==> src/rtl/tone_gen_pkg.sv <==
// Shared constants for the tone generator and its upstream key encoder.
// DEF_DIV_W    : divider / counter width
// DEF_MIN_DIV  : smallest legal half-period (smaller requests are clamped up)
// DEF_MUTE_DIV : divider code that means "no key pressed / silence"
// state_e      : two-state sequencer encoding (IDLE=0, RUN=1)
package tone_gen_pkg;

  localparam int              DEF_DIV_W    = 16;
  localparam logic [15:0]     DEF_MIN_DIV  = 16'd2;
  localparam logic [15:0]     DEF_MUTE_DIV = 16'hFFFF;

  typedef enum logic {
    ST_IDLE = 1'b0,
    ST_RUN  = 1'b1
  } state_e;

endpackage : tone_gen_pkg

==> src/rtl/tone_gen_reload_down_counter.sv <==
// Loadable down counter that saturates at zero.
// Ports:
//   clk, rst_n : clock and asynchronous active-low reset
//   load_i     : load value_i this edge (wins over dec_i)
//   value_i    : reload value
//   dec_i      : decrement request, ignored when already zero
//   cnt_o      : current count (registered)
//   zero_o     : count equals zero
module reload_down_counter #(
  parameter int W = 16
) (
  input  logic         clk,
  input  logic         rst_n,
  input  logic         load_i,
  input  logic [W-1:0] value_i,
  input  logic         dec_i,
  output logic [W-1:0] cnt_o,
  output logic         zero_o
);

  localparam logic [W-1:0] ZERO = {W{1'b0}};
  localparam logic [W-1:0] ONE  = {{(W-1){1'b0}}, 1'b1};

  logic [W-1:0] cnt_q;
  logic [W-1:0] cnt_d;

  assign zero_o = (cnt_q == ZERO);
  assign cnt_o  = cnt_q;

  // Next count: load has priority; decrement is gated at zero so it cannot wrap.
  always_comb begin
    cnt_d = cnt_q;
    if (load_i) begin
      cnt_d = value_i;
    end else if (dec_i && !zero_o) begin
      cnt_d = cnt_q - ONE;
    end else begin
      cnt_d = cnt_q;
    end
  end

  // Count register.
  always_ff @(posedge clk or negedge rst_n) begin
    if (!rst_n) begin
      cnt_q <= ZERO;
    end else begin
      cnt_q <= cnt_d;
    end
  end

endmodule : reload_down_counter

==> src/rtl/tone_gen.sv <==
// Click-free square-wave tone generator fed by the key priority encoder.
// The requested half-period is registered once, then sampled only at the
// end of each full period, so pitch changes and stops never cut a half short.
// Ports:
//   clk          : system clock
//   rst_n        : asynchronous active-low reset
//   ena          : block enable, low forces idle on the next edge
//   div_in       : requested half-period in clocks (MUTE_DIV = silence)
//   wave_o       : square-wave output, high div clocks then low div clocks
//   active_o     : high while a tone is running
//   period_start : one-cycle pulse coinciding with each rising edge of wave_o
//   cur_div_o    : half-period currently being played
module tone_gen
  import tone_gen_pkg::*;
#(
  parameter int               DIV_W    = DEF_DIV_W,
  parameter logic [DIV_W-1:0] MIN_DIV  = DIV_W'(DEF_MIN_DIV),
  parameter logic [DIV_W-1:0] MUTE_DIV = DIV_W'(DEF_MUTE_DIV)
) (
  input  logic             clk,
  input  logic             rst_n,
  input  logic             ena,
  input  logic [DIV_W-1:0] div_in,
  output logic             wave_o,
  output logic             active_o,
  output logic             period_start,
  output logic [DIV_W-1:0] cur_div_o
);

  localparam logic [DIV_W-1:0] ZERO = {DIV_W{1'b0}};
  localparam logic [DIV_W-1:0] ONE  = {{(DIV_W-1){1'b0}}, 1'b1};

  state_e           state_q, state_d;
  logic             wave_q, wave_d;
  logic             active_q, active_d;
  logic             pstart_q, pstart_d;
  logic [DIV_W-1:0] cur_div_q, cur_div_d;
  logic [DIV_W-1:0] div_pend_q, div_pend_d;

  logic [DIV_W-1:0] eff_div_s;
  logic             mute_s;
  logic             cnt_load_s;
  logic [DIV_W-1:0] cnt_val_s;
  logic             cnt_dec_s;
  logic [DIV_W-1:0] cnt_s;
  logic             cnt_zero_s;

  assign div_pend_d = div_in;
  assign eff_div_s  = (div_pend_q < MIN_DIV) ? MIN_DIV : div_pend_q;
  assign mute_s     = (div_pend_q == MUTE_DIV);

  reload_down_counter #(
    .W (DIV_W)
  ) u_cnt (
    .clk     (clk),
    .rst_n   (rst_n),
    .load_i  (cnt_load_s),
    .value_i (cnt_val_s),
    .dec_i   (cnt_dec_s),
    .cnt_o   (cnt_s),
    .zero_o  (cnt_zero_s)
  );

  // Sequencer next-state: start, half toggles, period reload, and stop/disable.
  always_comb begin
    state_d    = state_q;
    wave_d     = wave_q;
    active_d   = active_q;
    pstart_d   = 1'b0;
    cur_div_d  = cur_div_q;
    cnt_load_s = 1'b0;
    cnt_val_s  = ZERO;
    cnt_dec_s  = 1'b0;
    case (state_q)
      ST_IDLE: begin
        if (ena && !mute_s) begin
          state_d    = ST_RUN;
          active_d   = 1'b1;
          wave_d     = 1'b1;
          pstart_d   = 1'b1;
          cur_div_d  = eff_div_s;
          cnt_load_s = 1'b1;
          cnt_val_s  = eff_div_s - ONE;
        end else begin
          // Keep the counter parked at zero while silent.
          wave_d     = 1'b0;
          active_d   = 1'b0;
          cnt_load_s = 1'b1;
          cnt_val_s  = ZERO;
        end
      end
      ST_RUN: begin
        if (!ena) begin
          state_d    = ST_IDLE;
          wave_d     = 1'b0;
          active_d   = 1'b0;
          cnt_load_s = 1'b1;
          cnt_val_s  = ZERO;
        end else if (!cnt_zero_s) begin
          cnt_dec_s = 1'b1;
        end else if (wave_q) begin
          // End of high half: low half reuses the held divider.
          wave_d     = 1'b0;
          cnt_load_s = 1'b1;
          cnt_val_s  = cur_div_q - ONE;
        end else if (mute_s) begin
          // Full period completed and silence requested.
          state_d  = ST_IDLE;
          wave_d   = 1'b0;
          active_d = 1'b0;
        end else begin
          // Full period completed: only here is a new pitch adopted.
          wave_d     = 1'b1;
          pstart_d   = 1'b1;
          cur_div_d  = eff_div_s;
          cnt_load_s = 1'b1;
          cnt_val_s  = eff_div_s - ONE;
        end
      end
      default: begin
        state_d    = ST_IDLE;
        wave_d     = 1'b0;
        active_d   = 1'b0;
        cnt_load_s = 1'b1;
        cnt_val_s  = ZERO;
      end
    endcase
  end

  // State, output and input-stage registers.
  always_ff @(posedge clk or negedge rst_n) begin
    if (!rst_n) begin
      state_q    <= ST_IDLE;
      wave_q     <= 1'b0;
      active_q   <= 1'b0;
      pstart_q   <= 1'b0;
      cur_div_q  <= ZERO;
      div_pend_q <= MUTE_DIV;
    end else begin
      state_q    <= state_d;
      wave_q     <= wave_d;
      active_q   <= active_d;
      pstart_q   <= pstart_d;
      cur_div_q  <= cur_div_d;
      div_pend_q <= div_pend_d;
    end
  end

  assign wave_o       = wave_q;
  assign active_o     = active_q;
  assign period_start = pstart_q;
  assign cur_div_o    = cur_div_q;

endmodule : tone_gen

==> config.mk <==
export PLATFORM = sky130hd
export DESIGN_NAME = tone_gen
export DESIGN_NICKNAME = d
export VERILOG_FILES = /design/src/rtl/tone_gen_pkg.sv /design/src/rtl/tone_gen_reload_down_counter.sv /design/src/rtl/tone_gen.sv
export SDC_FILE = /design/constraint.sdc
export NUM_CORES = 1
export LEC_CHECK = 0
export CORE_MARGIN = 4
export CORE_UTILIZATION = 40
export CTS_BUF_LIST = sky130_fd_sc_hd__clkbuf_16
export DETAILED_ROUTE_END_ITERATION = 12
export HOLD_SLACK_MARGIN = 0.03
export PLACE_DENSITY = 0.71
export SLEW_MARGIN = 20
export SYNTH_ARGS = -nofsm -noshare
export SYNTH_HDL_FRONTEND = slang
export SYNTH_SLANG_ARGS = --single-unit
==> constraint.sdc <==
create_clock -name clk -period 3.3 [get_ports clk]
set_clock_uncertainty 0.2 [all_clocks]
set_input_delay 0.66 -clock clk [delete_from_list [all_inputs] [get_ports clk]]
set_output_delay 0.66 -clock clk [all_outputs]
set_load 0.05 [all_outputs]
=== Yosys cells after proc, flatten, opt, wreduce, memory -nomap -nowiden ===
Cells that the tools add are included.

* Flip-flop bits (word level): 52
* Bits in latches: 0
* ROM bits: 0
* Input bits: 19
* Memory bits (writable): 0
* Word-level logic and storage cells: 68
* Memories: 0

* Equality and inequality tests: 9
* $add $sub $neg: 3
* Divide/modulo/power cells: 0
* Bitwise gates (word level): 1
* $lt $le $gt $ge: 1
* Shift operators: 0
* Reduce and logical (&&, ||, !) cells: 8
* Multiplexer cells: 39
* Multipliers: 0

{| class="wikitable"
|+ Operators by type and width
! cell !! number
|-
| 2-to-1 mux 16 bit || 13
|-
| one-hot mux 16 bit (2 select lines) || 2
|-
| subtractor 16 x 1 -> 16 bit, second input constant || 3
|-
| 2-to-1 mux 1 bit || 19
|-
| equality test 16 bit, second input constant || 1
|-
| zero test 16 bit || 1
|-
| < comparator 16 x 2 -> 1 bit, second input constant || 1
|-
| one-hot mux 1 bit (2 select lines) || 5
|-
| != test 2 bit, second input constant || 4
|-
| != test 3 x 2 -> 1 bit, second input constant || 2
|-
| AND reduction 5 bit || 1
|-
| != test 3 bit, second input constant || 1
|-
| AND reduction 3 bit || 1
|-
| logical AND 1 bit || 2
|-
| zero test 1 bit || 2
|-
| != test 2 x 1 -> 1 bit, second input constant || 1
|-
| nonzero test 2 bit || 1
|-
| NOT 1 bit || 1
|}

=== Depth between registers and ports, before layout ===
Gate-level depths: netlist (run 1).

* Depth after elaboration: 9
* Gate-level depth with buffers: 11

=== Modules after synthesis ===
A second synthesis (run 1) with hierarchy kept.

* Cell total of the unflattened synthesis: 333
* Area total of the unflattened synthesis: 2,961.6 um2

{| class="wikitable"
|+ By module, submodules not included
! module !! seq. area each (um2) !! cells an instance !! times used !! area each (um2)
|-
| tone_gen || 920.9 || 209 || 1 || 1,915.6
|-
| reload_down_counter || 400.4 || 124 || 1 || 1,046.0
|}

=== Worst setup path after synthesis (run 1) ===
No wires, ideal clock.

* Path kind: register -> register
* Start: register div_pend_q[12]
* End: register u_cnt.cnt_q[12] (netlist: u_cnt.cnt_o[12])
* Path buffers: 1
* Cell stages (with the launch flop): 12
* Setup time: 0.126 ns
* Data arrival time: 2.452 ns
* Required time: 2.974 ns
* Clock period less this slack: 2.778 ns
* Slack: 0.522 ns
* Cells stage by stage: dfstp_2 -> buf_2 -> nor4_1 -> nand4_1 -> o21ai_0 -> ha_1 -> nand2b_1 -> nor2_1 -> nand4b_1 -> xor2_1 -> a21oi_1 -> a221o_1

* Word-level cells in the longest chain between the ends: 9
* Elaborated cells on any way between the ends: 19
* Classes of those cells: add/sub: 1; order compare: 1; eq/ne: 1; mux: 13; reduce/logical: 3

{| class="wikitable"
|+ RTL lines
! what !! RTL line !! text
|-
| start: declaration || tone_gen.sv:38 || <nowiki>logic [DIV_W-1:0] div_pend_q, div_pend_d;</nowiki>
|-
| start signal: assignment || tone_gen.sv:145 || <nowiki>div_pend_q <= div_pend_d;</nowiki>
|-
| < comparator 16 x 2 -> 1 bit || tone_gen.sv:49 || <nowiki>assign eff_div_s = (div_pend_q < MIN_DIV) ? MIN_DIV : div_pend_q;</nowiki>
|-
| 2-to-1 mux 16 bit || tone_gen.sv:49 ||
|-
| subtractor 16 x 1 -> 16 bit || tone_gen.sv:83, tone_gen.sv:117 ||
|-
| 2-to-1 mux 16 bit || tone_gen.sv:106 || <nowiki>end else if (mute_s) begin</nowiki>
|-
| 2-to-1 mux 16 bit || tone_gen.sv:101 || <nowiki>end else if (wave_q) begin</nowiki>
|-
| 2-to-1 mux 16 bit || tone_gen.sv:99 || <nowiki>end else if (!cnt_zero_s) begin</nowiki>
|-
| 2-to-1 mux 16 bit || tone_gen.sv:93 || <nowiki>if (!ena) begin</nowiki>
|-
| one-hot mux 16 bit (2 select lines) || tone_gen.sv:74 || <nowiki>case (state_q)</nowiki>
|-
| 2-to-1 mux 16 bit || tone_gen_reload_down_counter.sv:33 || <nowiki>if (load_i) begin</nowiki>
|-
| end signal: assignment || tone_gen_reload_down_counter.sv:47 || <nowiki>cnt_q <= cnt_d;</nowiki>
|-
| end: declaration || tone_gen_reload_down_counter.sv:24 || <nowiki>logic [W-1:0] cnt_q;</nowiki>
|}

Parallel ways exist; a longest one is shown, timed or not.
A chain may end at the register's enable or synchronous reset.

=== Worst setup path in the final report (run 1) ===
* Start: register div_pend_q[13]
* End: register u_cnt.cnt_q[12] (netlist: u_cnt.cnt_o[12])

Same word-level chain as after synthesis.

==> results of run 1 <==
registers in the layout, indices dropped and copies added, names as in the netlist:
register	flops
u_cnt.cnt_o	16
state_q	1
cur_div_o	16
div_pend_q	16
wave_o	1
period_start	1
active_o	1
per-layer routing:
layer	track usage, %	vias up
met5	0	-
met4	5.295	0
met3	2.885	17
met2	29.15	89
met1	22.15	1186
li1	-	1182
metrics by stage:
stage	util, %	hold slack, ps	worst slack [ps]
after global placement	48.13	321.8	453.3
after CTS	50.38	341.2	343.3
final	50.42	151.4	336.7
after floorplan	-	164.4	521.9
after detailed placement	48.13	331.3	354.5
after global routing	50.42	210.8	61.86
area by class of cell:
| class | count | area share, % |
|---|---|---|
| clock inverters | 2 | 0.3440 |
| inverters | 6 | 0.6192 |
| flip-flops and latches | 52 | 36.33 |
| well taps | 99 | 3.406 |
| clock buffers | 6 | 4.128 |
| multi-input cells | 226 | 42.66 |
| repair buffers | 47 | 12.52 |
cells by family after synthesis:
family          synth area share (%)
simple gates                   21.08
fa+ha+maj                      1.700
mux                            5.695
flops                          44.88
xor+xnor                       10.07
buf+inv                        2.677
compound gates                 13.90
synth_stat cells (8+ instances only):
| library cell | count |
|---|---|
| sky130_fd_sc_hd__nor3_1 | 17 |
| sky130_fd_sc_hd__xor2_1 | 24 |
| sky130_fd_sc_hd__nand4_1 | 9 |
| sky130_fd_sc_hd__a21oi_1 | 17 |
| sky130_fd_sc_hd__nand2_1 | 20 |
| sky130_fd_sc_hd__nor2_1 | 20 |
| sky130_fd_sc_hd__dfrtp_1 | 36 |
| sky130_fd_sc_hd__o21ai_0 | 14 |
| sky130_fd_sc_hd__nor4_1 | 15 |
| sky130_fd_sc_hd__mux2_2 | 14 |
| sky130_fd_sc_hd__dfstp_2 | 16 |
| sky130_fd_sc_hd__xnor2_1 | 8 |
report_power, final:
group / total, mW / internal [mW] / switching, mW
clock: 0.551 / 0.327 / 0.224
combinational: 0.509 / 0.208 / 0.301
sequential: 0.814 / 0.714 / 0.100
total: 1.87 / 1.25 / 0.625
worst paths after layout:
| check | to | slack, ps | cells after the start |
|---|---|---|---|
| worst max-delay path | u_cnt.cnt_o[12]$_DFFE_PN0P_ | 340 | 10 |
| worst min-delay path | cur_div_o[15]$_DFFE_PN0P_ | 150 | 1 |
| worst max register to register | u_cnt.cnt_o[12]$_DFFE_PN0P_ | 340 | 10 |
| worst min register to register | active_o$_DFFE_PN0P_ | 330 | 2 |
| max in group asynchronous | div_pend_q[1]$_DFF_PN1_ | 2150 | 2 |
| min in group clk | active_o$_DFFE_PN0P_ | 330 | 2 |
worst max-delay path, stage by stage, from the launching register on:
cell and delay (ps):
sky130_fd_sc_hd__dfstp_2 400, sky130_fd_sc_hd__nor4_1 350, sky130_fd_sc_hd__nand4_1 170, sky130_fd_sc_hd__o21ai_0 310
sky130_fd_sc_hd__ha_1 240, sky130_fd_sc_hd__nand2b_1 100, sky130_fd_sc_hd__nor2_1 230, sky130_fd_sc_hd__nand4b_1 200
sky130_fd_sc_hd__xor2_1 210, sky130_fd_sc_hd__a21oi_1 90, sky130_fd_sc_hd__a221o_1 340
cells in the final DEF, fill, tap and decap left out, types with 15 or more instances in the layout:
cell type / instances
sky130_fd_sc_hd__nor3_1: 17
sky130_fd_sc_hd__dfrtp_1: 36
sky130_fd_sc_hd__xor2_1: 24
sky130_fd_sc_hd__nand2_1: 20
sky130_fd_sc_hd__nor2_1: 20
sky130_fd_sc_hd__clkdlybuf4s50_1: 36
sky130_fd_sc_hd__dfstp_2: 16
sky130_fd_sc_hd__a21oi_1: 17
sky130_fd_sc_hd__nor4_1: 15
==> results.txt, run 1 <==
----------------------------------------------------
[Routing]
  Uppermost metal layer occupied by signal nets ... met4
  Met2 wire len ... 3445 µm
  Routed WL ... 7040 µm
  Via count normalized by instance count ... 5.648
  Number of nets still failing antenna checks after routing ... 0
  Routed length on met3 ... 403 µm
  Average detailed-routed wire length per instance ... 16.07 µm
  Pre-Repair DR Iteration Count ... 4
  Drt first-iter violations ... 161
  Met1 Wirelength ... 3054 µm
  Vias ... 2474
  Drc violations ... 0

[Clock network]
  Clock transition at the registers of the reported paths ... 70 ps
  Total of hold buffers inserted after clock tree synthesis ... 0
  CTS H-tree lvls ... 2
  Cell at the root of the clock tree ... sky130_fd_sc_hd__clkbuf_16
  Clock net sink count ... 52
  Number of buffers inserted by post-CTS setup repair ... 0
  Clock latency of the later-clocked register in the worst-skew pair ... 290 ps
  Cts bufs inserted ... 5
  CTS max path bufs ... 2
  Clock tree from TritonCTS ... yes
  CTS-repair resized insts ... 0

[Yosys]
  Top cell type's share of synthesized area ... 30.60%
  Net count of the mapped netlist ... 317
  Most instantiated flip-flop cell in the synthesis netlist ... sky130_fd_sc_hd__dfrtp_1
  Sequential share of the synthesized area ... 44.88%
  Register bit total from synthesis ... 52
  Cells after synthesis ... 294
  Synthesis Warnings ... 0
  Most area-hungry cell type in the Yosys netlist ... sky130_fd_sc_hd__dfrtp_1
  Cell types occupying the most area after synthesis ... sky130_fd_sc_hd__dfrtp_1 31%, sky130_fd_sc_hd__dfstp_2 14%, sky130_fd_sc_hd__xor2_1 7.1%
  Mean instance size in the synthesized netlist ... 10.01 µm²
  Number of synthesized flops with an enable pin ... 0
  Post-synth ARST share ... 100.0%
  Number of distinct standard cells referenced by the synthesized netlist ... 50
  Post-Synthesis Cell Area ... 2944 µm²

[Setup path]
  Startpoint types ... register
  Largest fanout on the critical path ... 6
  Required time worst endpoint ... 3270 ps
  Worst setup path class ... register to register
  Origin of the critical flop-to-flop path ... div_pend_q[13]$_DFF_PN1_
  Crit path DAT ... 2940 ps
  Worst setup startpoint ... div_pend_q[13]$_DFF_PN1_
  Critical path capture point type ... register

[Cells and area]
  Share of layout cells above drive strength 1 ... 16.52%
  Area occupied by multi-input gates ... 1551 µm²
  Nets ... 361
  Filler-free cell count of the finished design ... 438
  Count of inserted antenna diode cells ... 0
  Sequential Area ... 1321 µm²
  Post-layout instance area ... 3637 µm²
  Area added between synthesis and finish ... 23.54%
  Number of fill cells ... 670

[Floorplanning]
  Die width ... 93.79 µm
  Initial Utilization ... 40.81%
  I/O pin cnt ... 38
  Die footprint ... 8797 µm²
  Vert. Die Dim ... 93.79 µm
  Placeable core area ... 7214 µm²
  Number of standard-cell rows in the floorplan ... 31

[STA]
  Setup Total Neg Slack ... 0 ps
  Total count of max-transition violations in the final report ... 0
  Final Critical Period ... 2963 ps
  Actual transition at the worst max-transition pin ... 683.4 ps
  Highest clock frequency the design can meet ... 337.5 MHz
  Worst relative slew slack ... 54.09%
  Setup repair after global routing missed its margin ... no
  Count of endpoints failing hold in the final timing report ... 0
  Period utilisation layout ... 89.80%
  Final-report setup violation count ... 0

[Global routing]
  Total grt overflow ... 0
  First-pass GRT wire length ... 12030 µm
  Global routing usage summed across all routing layers ... 17.12%
  Number of antenna violations at the first check in global routing ... 0
  Pin count of the biggest net entering global routing ... 45
  Vias in the first global route ... 2505

[Outcome]
  Status ... complete, no violations

[Power and ir drop]
  Total power divided by cell area ... 515.2 nW/µm²
  Leakage ... 1.446 nW
  Design Power ... 1.874 mW
  Peak supply drop ... 0.3210 mV

[Hold path]
  HP Class ... input port to async pin

[Placement]
  Dpl cell area ... 3472 µm²
  Final weighted congestion in routability-driven placement ... 0.8868
  IO buf count ... 37
  Number of placed cells counting well taps ... 430
  HPWL Detailed ... 5256 µm

[Run]
  Count of max-cap constraint violations ... 0

----------------------------------------------------
Note: power is estimated with default switching activity, not from simulation.
==> run 2: changes to the inputs <==
Settings changed: HOLD_SLACK_MARGIN 0.03 to 0.08, SLEW_MARGIN 20 to 25.
==> results of run 2 <==
The final DEF is identical to that of run 1; final timing and power are the same.
